<file path="config.mk">
export PLATFORM = sky130hd
export DESIGN_NAME = tick_ctrl
export DESIGN_NICKNAME = d
export VERILOG_FILES = /design/src/rtl/tick_ctrl_pkg.sv /design/src/rtl/tick_prescaler.sv /design/src/rtl/tick_ctrl.sv
export SDC_FILE = /design/constraint.sdc
export NUM_CORES = 1
export LEC_CHECK = 0
export CAP_MARGIN = 15
export CORE_ASPECT_RATIO = 1.2
export CORE_MARGIN = 10
export CORE_UTILIZATION = 61
export CTS_CLUSTER_DIAMETER = 60
export CTS_CLUSTER_SIZE = 25
export DETAILED_ROUTE_END_ITERATION = 16
export GPL_TIMING_DRIVEN = 0
export PLACE_DENSITY = 0.84
export SLEW_MARGIN = 20
export SYNTH_ARGS = -nofsm -noshare
export SYNTH_HDL_FRONTEND = slang
export SYNTH_SLANG_ARGS = --single-unit
export TNS_END_PERCENT = 100
</file>
<file path="constraint.sdc">
create_clock -name CLOCK_IN -period 7.1 [get_ports CLOCK_IN]
set_clock_uncertainty 0.1 [all_clocks]
set_input_delay 1.42 -clock CLOCK_IN [delete_from_list [all_inputs] [get_ports CLOCK_IN]]
set_output_delay 1.42 -clock CLOCK_IN [all_outputs]
set_load 0.02 [all_outputs]
</file>
<file path="src/rtl/tick_ctrl_pkg.sv">
// Shared constants for the tick controller: FSM encodings, mode values and reset prescale.
package tick_ctrl_pkg;

   localparam logic [0:0] ST_IDLE = 1'b0;
   localparam logic [0:0] ST_RUN  = 1'b1;

   localparam logic MODE_ONESHOT  = 1'b0;
   localparam logic MODE_PERIODIC = 1'b1;

   // 50 MHz / (49999 + 1) = 1 kHz tick
   localparam int unsigned PRESCALE_DEFAULT = 49999;

endpackage

</file>
<file path="src/rtl/tick_prescaler.sv">
// Reloadable down-counter; wraps every period+1 enabled cycles with a registered pulse.
module tick_prescaler
   import tick_ctrl_pkg::*;
#(
   parameter int unsigned NBIT = 16
) (
   input  logic            clk,
   input  logic            rst,
   input  logic            enable,
   input  logic            load,
   input  logic [NBIT-1:0] period,
   output logic            wrap_c,
   output logic            wrap
);

   logic [NBIT-1:0] cnt;

   // Wrap condition is exposed combinationally so the owner can act on the same edge.
   assign wrap_c = enable && (cnt == '0);

   always_ff @(posedge clk or posedge rst) begin
      if (rst) begin
         cnt  <= '0;
         wrap <= 1'b0;
      end else begin
         wrap <= wrap_c;
         if (load || wrap_c) begin
            cnt <= period;
         end else if (enable) begin
            cnt <= cnt - NBIT'(1);
         end
      end
   end

endmodule

</file>
<file path="src/rtl/tick_ctrl.sv">
// Programmable tick controller: prescaler, one-shot/periodic interval sequencer, load handshake.
// Optional freeze input PAUSE is built when TICK_CTRL_PAUSE_EN is defined.
module tick_ctrl #(
   parameter int unsigned NBIT             = 16,
   parameter int unsigned CNT_W            = 16,
   parameter int unsigned PRESCALE_DEFAULT = tick_ctrl_pkg::PRESCALE_DEFAULT
) (
   input  logic             CLOCK_IN,
   input  logic             RESET,
   input  logic             LOAD_REQ,
   input  logic [NBIT-1:0]  LOAD_PERIOD,
   output logic             LOAD_ACK,
   input  logic             START,
   input  logic             STOP,
   input  logic             MODE,
   input  logic [CNT_W-1:0] INTERVAL,
`ifdef TICK_CTRL_PAUSE_EN
   input  logic             PAUSE,
`endif
   output logic             TICK,
   output logic             DONE,
   output logic             BUSY,
   output logic             CLK_OUT
);

   import tick_ctrl_pkg::*;

   logic [0:0]       state, state_nxt;
   logic [NBIT-1:0]  period_r, period_nxt;
   logic [CNT_W-1:0] ivl_r, ivl_r_nxt;
   logic [CNT_W-1:0] ivl_cnt, ivl_cnt_nxt;
   logic             mode_r, mode_nxt;
   logic             busy, busy_nxt;
   logic             load_ack, load_ack_nxt;
   logic             done, done_nxt;
   logic             clk_out, clk_out_nxt;
   logic             pre_load, pre_en, wrap_c, wrap;

   tick_prescaler #(.NBIT(NBIT)) u_prescaler (
      .clk    (CLOCK_IN),
      .rst    (RESET),
      .enable (pre_en),
      .load   (pre_load),
      .period (period_r),
      .wrap_c (wrap_c),
      .wrap   (wrap)
   );

   // Next-state and next-output logic
   always_comb begin
      state_nxt    = state;
      period_nxt   = period_r;
      ivl_r_nxt    = ivl_r;
      ivl_cnt_nxt  = ivl_cnt;
      mode_nxt     = mode_r;
      busy_nxt     = busy;
      load_ack_nxt = 1'b0;
      done_nxt     = 1'b0;
      clk_out_nxt  = clk_out;
      pre_load     = 1'b0;
      pre_en       = 1'b0;
      case (state)
         ST_IDLE: begin
            if (!STOP) begin
               if (LOAD_REQ) begin
                  period_nxt   = LOAD_PERIOD;
                  load_ack_nxt = 1'b1;
               end else if (START && (INTERVAL != '0)) begin
                  ivl_r_nxt   = INTERVAL;
                  ivl_cnt_nxt = INTERVAL;
                  mode_nxt    = MODE;
                  pre_load    = 1'b1;
                  state_nxt   = ST_RUN;
                  busy_nxt    = 1'b1;
               end
            end
         end
         ST_RUN: begin
            if (STOP) begin
               state_nxt = ST_IDLE;
               busy_nxt  = 1'b0;
            end else begin
               pre_en = 1'b1;
`ifdef TICK_CTRL_PAUSE_EN
               if (PAUSE) pre_en = 1'b0;
`endif
               if (wrap_c) begin
                  clk_out_nxt = ~clk_out;
                  if (ivl_cnt == CNT_W'(1)) begin
                     done_nxt = 1'b1;
                     if (mode_r == MODE_PERIODIC) begin
                        ivl_cnt_nxt = ivl_r;
                     end else begin
                        ivl_cnt_nxt = '0;
                        state_nxt   = ST_IDLE;
                        busy_nxt    = 1'b0;
                     end
                  end else begin
                     ivl_cnt_nxt = ivl_cnt - CNT_W'(1);
                  end
               end
            end
         end
         default: begin
            state_nxt = ST_IDLE;
            busy_nxt  = 1'b0;
         end
      endcase
   end

   always_ff @(posedge CLOCK_IN or posedge RESET) begin
      if (RESET) begin
         state    <= ST_IDLE;
         period_r <= NBIT'(PRESCALE_DEFAULT);
         ivl_r    <= '0;
         ivl_cnt  <= '0;
         mode_r   <= MODE_ONESHOT;
         busy     <= 1'b0;
         load_ack <= 1'b0;
         done     <= 1'b0;
         clk_out  <= 1'b0;
      end else begin
         state    <= state_nxt;
         period_r <= period_nxt;
         ivl_r    <= ivl_r_nxt;
         ivl_cnt  <= ivl_cnt_nxt;
         mode_r   <= mode_nxt;
         busy     <= busy_nxt;
         load_ack <= load_ack_nxt;
         done     <= done_nxt;
         clk_out  <= clk_out_nxt;
      end
   end

   assign TICK     = wrap;
   assign DONE     = done;
   assign BUSY     = busy;
   assign LOAD_ACK = load_ack;
   assign CLK_OUT  = clk_out;

endmodule

</file>
# Yosys cells after proc, flatten, opt, wreduce, memory -nomap -nowiden
# Index checks and enable logic that the tools add are counted.
# Widths: inputs -> output; s select.
[totals]
input_bits = 38
reg_bits = 71
output_inout_bits = 5
wordCells = 73
[classes]
reduce_logical = 11
n_mux = 36
add_sub_neg = 2
bitwise = 4
eq_ne = 9
[ops]
columns = ["operator", "n"]
rows = [
  ["$mux 16", 9],
  ["$pmux 16 s2", 1],
  ["$sub 16x1->16 const B", 2],
  ["$mux 1", 24],
  ["$eq 16x1->1 const B", 1],
  ["$logic_not 16->1", 1],
  ["$reduce_bool 16->1", 1],
  ["$ne 2x2->1 const B", 4],
  ["$ne 3x2->1 const B", 2],
  ["$reduce_and 3->1", 2],
  ["$reduce_and 6->1", 1],
  ["$reduce_and 5->1", 1],
  ["$not 1->1", 4],
  ["$pmux 1 s2", 2],
  ["$reduce_and 4->1", 1],
  ["$ne 3x3->1 const B", 1],
  ["$logic_and 1x1->1", 2],
  ["$ne 2x1->1 const B", 1],
  ["$reduce_bool 2->1", 1],
  ["$logic_or 1x1->1", 1],
]

# Logic depth before layout (Yosys ltp)
# Gate-level depths: netlist (run 1).
[depth]
ltp_word = 8
ltp_mapped = 10

# Cells and area by module
# Synthesis (run 1) repeated with hierarchy kept, for this count alone.
[hier_totals]
hier_cells = 371
hier_area_um2 = 3856.2
[modules_own_cells]
columns = ["mod", "instances", "area_each_um2", "cells_each"]
rows = [
  ["tick_ctrl", 1, 2811.4, 286],
  ["tick_prescaler", 1, 1044.8, 85],
]

# Worst setup path after synthesis (run 1)
# Ideal clock, no wire load.
[synth_path]
path_kind = "in2reg"
start = "in INTERVAL[5]"
end = "reg u_prescaler.cnt[5]"
arrival_ps = 2668
slack_ps = 4209
stages = 7
setup_ps = 123
path_cell_list = "nor4_1 -> nand4_1 -> and4b_1 -> clkbuf_1 -> buf_1 -> o31ai_1 -> nor2_1"
[synth_via]
elab_chain_len = 8
elab_cells_between_ends = 9
classes_between = "5 x mux; 4 x reduce/logical"
[synth_rtl]
columns = ["item", "line_no", "text"]
rows = [
  ["start: declaration", "tick_ctrl.sv:16", "input logic [CNT_W-1:0] INTERVAL,"],
  ["$reduce_bool 16->1 *", "tick_ctrl.sv:68", "end else if (START && (INTERVAL != '0)) begin"],
  ["$logic_and 1x1->1 *", "tick_ctrl.sv:68", ""],
  ["$mux 1 *", "tick_ctrl.sv:68", ""],
  ["$mux 1 *", "tick_ctrl.sv:65", "if (LOAD_REQ) begin"],
  ["$mux 1 *", "tick_ctrl.sv:64", "if (!STOP) begin"],
  ["$mux 1 *", "tick_ctrl.sv:62", "case (state)"],
  ["$logic_or 1x1->1 *", "tick_prescaler.sv:27", "if (load || wrap_c) begin"],
  ["$mux 16 or $reduce_bool 2->1 (tied branches)", "-", ""],
  ["end signal: assignment", "tick_prescaler.sv:28", "cnt <= period;"],
  ["end signal: assignment", "tick_prescaler.sv:30", "cnt <= cnt - NBIT'(1);"],
  ["end: declaration", "tick_prescaler.sv:16", "logic [NBIT-1:0] cnt;"],
]
# Every way passes the cells marked *; elsewhere a longest branch is shown, timed or not.
# A chain may end at the register's enable or synchronous reset.

# Worst setup path after layout (run 1)
[layout_path]
start = "in INTERVAL[6]"
end = "reg u_prescaler.cnt[5]"
# The elaborated chain is that of the path after synthesis.

==> results.txt, run 1 <==
Placed cells -> 555
Die Ht -> 109 µm
Drt initial violations -> 436
Sequential Area -> 1790 µm²
Clock H-tree levels -> 3
Crit path DAT -> 3.81 ns
DRT antenna net count -> 0
Static Leakage -> 0.00190 µW
Total number of vias -> 3745
Post_cts resized -> 0
Post-Syn Instances -> 427
Synth Flop Type -> dfrtp_1
Drt pass-1 iters -> 8
Max incr delay on CP -> 0.46 ns
Clock root buffer -> clkbuf_8
Area growth from synthesis to layout -> 18.7%
Initial antenna violation count -> 0
Core area -> 6410 µm²
Post-Syn Nets -> 469
Die X -> 93.9 µm
Measured slew at the worst slew-check pin -> 0.789 ns
Final Cycle Share -> 51.7%
R2R Path Start -> u_prescaler.cnt[0]
I/O pins -> 43
Critical R2R Capture -> ivl_cnt[0]
Final Hold Fails -> 0
Number of setup buffers added after CTS -> 0
Final std cells w/o fill -> 571
Post-synthesis cell type count -> 64
Vias in the first global route -> 3859
DIE AREA -> 10200 µm²
Flop and latch count out of synthesis -> 71
Pwr dens -> 256 nW/µm²
Async set-reset flop share out of synthesis -> 100%
Final net count -> 523
Crit path cell chain -> clkdlybuf4s50_1 -> nor4_1 -> nand4_1 -> and4b_1 -> clkbuf_1 -> buf_1 -> o31ai_1 -> nor2_1
Cell with the most instances after synthesis -> nand2_1
Via density -> 6.56
Number of synthesized flops with an enable pin -> 0
Max cap viols -> 0
Crit start category -> input pin
Drt total wl -> 11500 µm
Num CTS Buffers -> 9
Critical Path RT -> 7.23 ns
Max VDD drop -> 202 µV
Tot GR Track Use -> 23.0%
Port bufs -> 42
Residual DRC -> 0
Clk buf depth -> 2
# diodes -> 0
Hold Crit Start -> CLK_OUT
Synthesis warning total -> 0
Max-slew violations -> 0
Final setup viols -> 0
Clk Latency, worst-skew pair -> 0.36 ns
FILL cells -> 495
CP endpoint kind -> flip-flop
Top cells by count, synth -> nand2_1 (71), dfrtp_1 (62), a21oi_1 (28), nor2_1 (24), nor3_1 (23)
Setup TNS -> 0 ns
Final min period -> 3.67 ns
Largest net degree at the start of global routing -> 52
Yosys top cell area share -> 38.8%
Post-cts hold buffer count -> 0
CTS clk-pin slew, worst paths -> 0.08 ns
Post-Syn Area -> 4000 µm²
Hold EP -> CLK_OUT
Peak fanout along the critical path -> 10
Initial Utilization -> 62.4%
Status -> finished, final reports clean
Worst-case reg-to-reg path depth -> 9
Reg-to-reg setup timing slack -> 4.48 ns
Top post-synthesis cells by area -> dfrtp_1 (39%), nand2_1 (6.7%), dfstp_2 (5.9%)
Max Freq -> 272 MHz
Routability Congestion -> 0.968
Synth area leader -> dfrtp_1
Layout cells sized above 1 -> 14.4%
Crit-path slowest cell -> clkdlybuf4s50_1
Hpwl dp -> 8000 µm
Row count -> 32
Critical path class -> in2reg
Area of the multi-input gates -> 1990 µm²
Post-synthesis sequential area ratio -> 44.7%
Hold Crit Depth -> 1
CTS tree -> yes
Total grt overflow -> 0
Per-cell routed wire length -> 20.2 µm
Slew margin rel. -> 46.9%
First-pass GRT wire length -> 18700 µm
Class of the worst hold path -> reg2reg
# clock sinks -> 71
Syn avg cell area -> 9.37 µm²
Unrepaired setup endpoints after global routing -> false
==> where the power goes <==
part | switching (µW) | total (µW) | internal (µW)
logic | 151 | 289 | 138
registers | 103 | 602 | 498
clock network | 159 | 322 | 163
==> worst max path at each step <==
stage	to	startpoint	slack, ns
floorplan	BUSY	RESET	3.80
global placement	u_prescaler.cnt[11]	RESET	2.65
detailed placement	u_prescaler.cnt[5]	INTERVAL[5]	3.14
CTS	u_prescaler.cnt[5]	INTERVAL[5]	3.50
global route	ivl_cnt[6]	INTERVAL[5]	3.33
finish	u_prescaler.cnt[5]	INTERVAL[6]	3.43
==> area by class of cell <==
type	count	share of cell area, %
clock buffers	11	2.77
well taps	85	2.24
flip-flops and latches	71	37.7
plain buffers	28	3.53
clock inverters	5	1.26
repair buffers	43	9.43
inverters	10	1.11
multi-input cells	318	42.0
==> worst max-delay path, delay by kind of cell <==
| kind | cells | cell delay (ns) |
|---|---|---|
| buffers and inverters | 3 | 1.06 |
| AND/OR/NAND/NOR | 4 | 0.98 |
| AO/OA/AOI/OAI | 1 | 0.35 |
==> state kept, by name (all words and copies together) (netlist names) <==
register and cells:
ivl_r 16, ivl_cnt 16, LOAD_ACK 1, DONE 1
mode_r 1, BUSY 1, state 1, u_prescaler.cnt 16
u_prescaler.wrap 1, period_r 16, CLK_OUT 1
==> metal layers <==
metal | GRT usage [%] | part of all wire, % | vias to the layer above
met4 | 13.7 | 4.9 | 0
li1 | - | - | 1676
met3 | 5.02 | 7.7 | 64
met1 | 25.9 | 38 | 1769
met5 | 0 | 0 | -
met2 | 39.0 | 50 | 236
==> cell families (layout without fill, tap and decap cells) <==
group	after synthesis	after routing	synth area share (%)
AOI/OAI and AO/OA	101	101	16.9
xor gates and xnor gates	11	11	2.41
adders and majority gates	4	4	1.25
buffers and inverters	38	97	5.44
DFF	71	71	44.7
muxes	17	17	4.79
and+or+nand+nor	185	185	24.5
==> through the flow <==
stage          instance area (µm²)  total power, µW  setup WS (ns)  hold slack [ns]  utilization [%]
2_1_floorplan                 4000              781           3.80            0.337                -
3_3_place_gp                  4530              869           2.65            0.351             70.7
3_5_place_dp                  4560              887           3.14            0.363             71.1
4_1_cts                       4750             1210           3.50            0.378             74.1
5_1_grt                       4750             1280           3.33            0.392             74.1
6_report                      4750             1210           3.43            0.379             74.1
==> layout by cell type (no fill, tap or decap), types with 10 or more instances in the layout <==
cell              n
a21oi_1          28
clkdlybuf4s50_1  42
mux2_2           17
clkbuf_1         15
a31oi_1          11
dfrtp_1          62
nand2_1          71
clkbuf_8         10
o21ai_0          13
nor3_1           23
nor2_1           24
nand3_1          13
Note: power is estimated with default switching activity, not from simulation.
==> run 2: changes to the inputs <==
--- a/config.mk
+++ b/config.mk
@@ -8,12 +8,12 @@
 export CAP_MARGIN = 15
 export CORE_ASPECT_RATIO = 1.2
 export CORE_MARGIN = 10
-export CORE_UTILIZATION = 61
+export CORE_UTILIZATION = 57
 export CTS_CLUSTER_DIAMETER = 60
 export CTS_CLUSTER_SIZE = 25
 export DETAILED_ROUTE_END_ITERATION = 16
 export GPL_TIMING_DRIVEN = 0
-export PLACE_DENSITY = 0.84
+export PLACE_DENSITY = 0.79
 export SLEW_MARGIN = 20
 export SYNTH_ARGS = -nofsm -noshare
 export SYNTH_HDL_FRONTEND = slang
==> constraint.sdc (replaced) <==
create_clock -name CLOCK_IN -period 3.55 [get_ports CLOCK_IN]
set_clock_uncertainty 0.1 [all_clocks]
set_input_delay 0.71 -clock CLOCK_IN [delete_from_list [all_inputs] [get_ports CLOCK_IN]]
set_output_delay 0.71 -clock CLOCK_IN [all_outputs]
set_load 0.02 [all_outputs]
==> run 2 against run 1 <==
Combinational power grew 99%. Via count shrank 0.91%. Wire length grew 0.50%. Clock power grew 130%. First-iteration DRC count shrank 24%. Total power grew 110%. Register-to-register slack lost 3.6 ns. Clock-buffer cell count is the same. Critical path type unchanged. Largest cell class unchanged. Largest power group unchanged. Highest routed layer unchanged.
==> results.txt, run 2 (synthesized netlist as in run 1, its figures left out) <==
Status -> finished, final reports clean
# clock sinks -> 71 (unchanged)
Via density -> 6.48 (-1.3%)
Critical path class -> in2reg
Initial antenna violation count -> 0 (unchanged)
Number of setup buffers added after CTS -> 0 (unchanged)
Design Power -> 2540 µW (+110%)
Critical R2R Capture -> ivl_cnt[0]
Slew margin rel. -> 43.0% (-3.9 points)
Die Ht -> 112 µm (+2.8%)
Final min period -> 2.91 ns
Max Freq -> 344 MHz
Design Area, Final -> 4790 µm² (+0.90%)
Class of the worst hold path -> reg2reg
Clock H-tree levels -> 3 (unchanged)
Hold Crit Depth -> 1 (unchanged)
Crit start category -> input pin
Hpwl dp -> 8080 µm (+1.0%)
# diodes -> 0 (unchanged)
Largest net degree at the start of global routing -> 52 (unchanged)
Placed inst area -> 4560 µm² (about the same)
Per-cell routed wire length -> 20.2 µm (+0.14%)
Pwr dens -> 529 nW/µm² (+110%)
DIE AREA -> 10800 µm² (+5.6%)
Crit path cell chain -> clkdlybuf4s50_1 -> nor4_1 -> nand4_1 -> nand4b_1 -> clkbuf_1 -> o21ai_0
Die X -> 96.5 µm (+2.7%)
Most frequent cells in the layout -> nand2_1 (71), dfrtp_1 (62), clkdlybuf4s50_1 (42)
Clk buf depth -> 2 (unchanged)
Drt total wl -> 11600 µm (+0.50%)
CP endpoint kind -> flip-flop
Final setup viols -> 0 (unchanged)
Area growth from synthesis to layout -> 19.8%
Vias in the first global route -> 3835 (-0.62%)
R2R Path Start -> u_prescaler.cnt[0]
Max incr delay on CP -> 0.49 ns (+0.03 ns)
Total number of vias -> 3711 (-0.91%)
Final Cycle Share -> 82.0%
CTS clk-pin slew, worst paths -> 0.08 ns (about the same)
Worst-case reg-to-reg path depth -> 9 (unchanged)
Crit-path slowest cell -> nand4b_1
Unrepaired setup endpoints after global routing -> false
Residual DRC -> 0 (unchanged)
Layout cells sized above 1 -> 14.8% (+0.41 points)
Reg-to-reg setup timing slack -> 0.84 ns (-3.64 ns)
Clk Latency, worst-skew pair -> 0.35 ns (about the same)
Static Leakage -> 0.00192 µW (+0.95%)
Tot GR Track Use -> 21.8% (-1.2 points)
Max cap viols -> 0 (unchanged)
Final net count -> 523 (unchanged)
Peak fanout along the critical path -> 10 (unchanged)
Max-slew violations -> 0 (unchanged)
Core area -> 6810 µm² (+6.3%)
Row count -> 33 (+3.1%)
DRT antenna net count -> 0 (unchanged)
Most common cell after layout, fill and taps aside -> nand2_1
Num CTS Buffers -> 9 (unchanged)
Drt initial violations -> 333 (-24%)
Measured slew at the worst slew-check pin -> 0.847 ns (+0.0577 ns)
Port bufs -> 42 (unchanged)
Max VDD drop -> 495 µV (+140%)
Clock root buffer -> clkbuf_8
Drt pass-1 iters -> 7 (-1)
I/O pins -> 43 (unchanged)
Post_cts resized -> 0 (unchanged)
Post-cts hold buffer count -> 0 (unchanged)
Hold EP -> CLK_OUT
First-pass GRT wire length -> 18800 µm (+0.29%)
Hold Crit Start -> CLK_OUT
Final Hold Fails -> 0 (unchanged)
Crit path max-delay family -> simple AND/OR/NAND/NOR gates
Critical Path RT -> 3.65 ns (-3.58 ns)
Total grt overflow -> 0 (unchanged)
Crit path DAT -> 3.01 ns (-0.80 ns)
CTS tree -> yes
Initial Utilization -> 58.7% (-3.7 points)
WP buf/inv -> 2 (-1)
Routability Congestion -> 1.00 (+3.3%)
Crit path from -> INTERVAL[2]
==> run 2: cell types whose count changed in the layout (fill, tap and decap cells not counted), sizes merged <==
| cell | before | now |
|---|---|---|
| bufinv | 1 | 2 |
| clkinvlp | 1 | 2 |
| clkinv | 4 | 2 |
==> run 2: worst max-delay path by stage <==
stage	endpoint	slack, ns	cells past startpoint
CTS	u_prescaler.cnt[13]	0.68	7
finish	state	0.64	6
floorplan	BUSY	0.96	1
global route	u_prescaler.cnt[13]	0.52	7
global placement	CLK_OUT	-0.22	2
detailed placement	state	0.31	6
==> run 2: final cells by class <==
class	instances	area [µm²]
fillers	539	2020
multi-input cells	318	1990
flip-flops and latches	71	1790
repair buffers	43	448
plain buffers	28	168
clock buffers	11	151
well taps	87	109
clock inverters	5	80.1
inverters	10	52.6
==> run 2: power breakdown <==
part           switching [µW]  internal, µW  total [µW]
Combinational             299           277         576
Clock                     321           433         753
Sequential                211           997        1210
Total                     830          1710        2540
==> run 2: per-layer routing <==
layer | share of wire [%] | global-route usage [%] | vias up
met5 | 0 | 0 | -
met2 | 50 | 35.6 | 200
met1 | 37 | 25.5 | 1787
met3 | 7.7 | 4.91 | 51
met4 | 4.5 | 11.7 | 0
li1 | - | - | 1673
==> run 2: per-stage QoR <==
step / setup slack [ns] / utilization, % / cells / hold slack (ns) / setup TNS, ns
6_report: 0.639 / 70.3 / 573 / 0.372 / 0
5_1_grt: 0.521 / 70.3 / 573 / 0.398 / 0
4_1_cts: 0.675 / 70.3 / 573 / 0.377 / 0
3_5_place_dp: 0.308 / 66.9 / 557 / 0.365 / 0
3_3_place_gp: -0.216 / 66.5 / 556 / 0.358 / -13.16
2_1_floorplan: 0.958 / - / 427 / 0.337 / 0
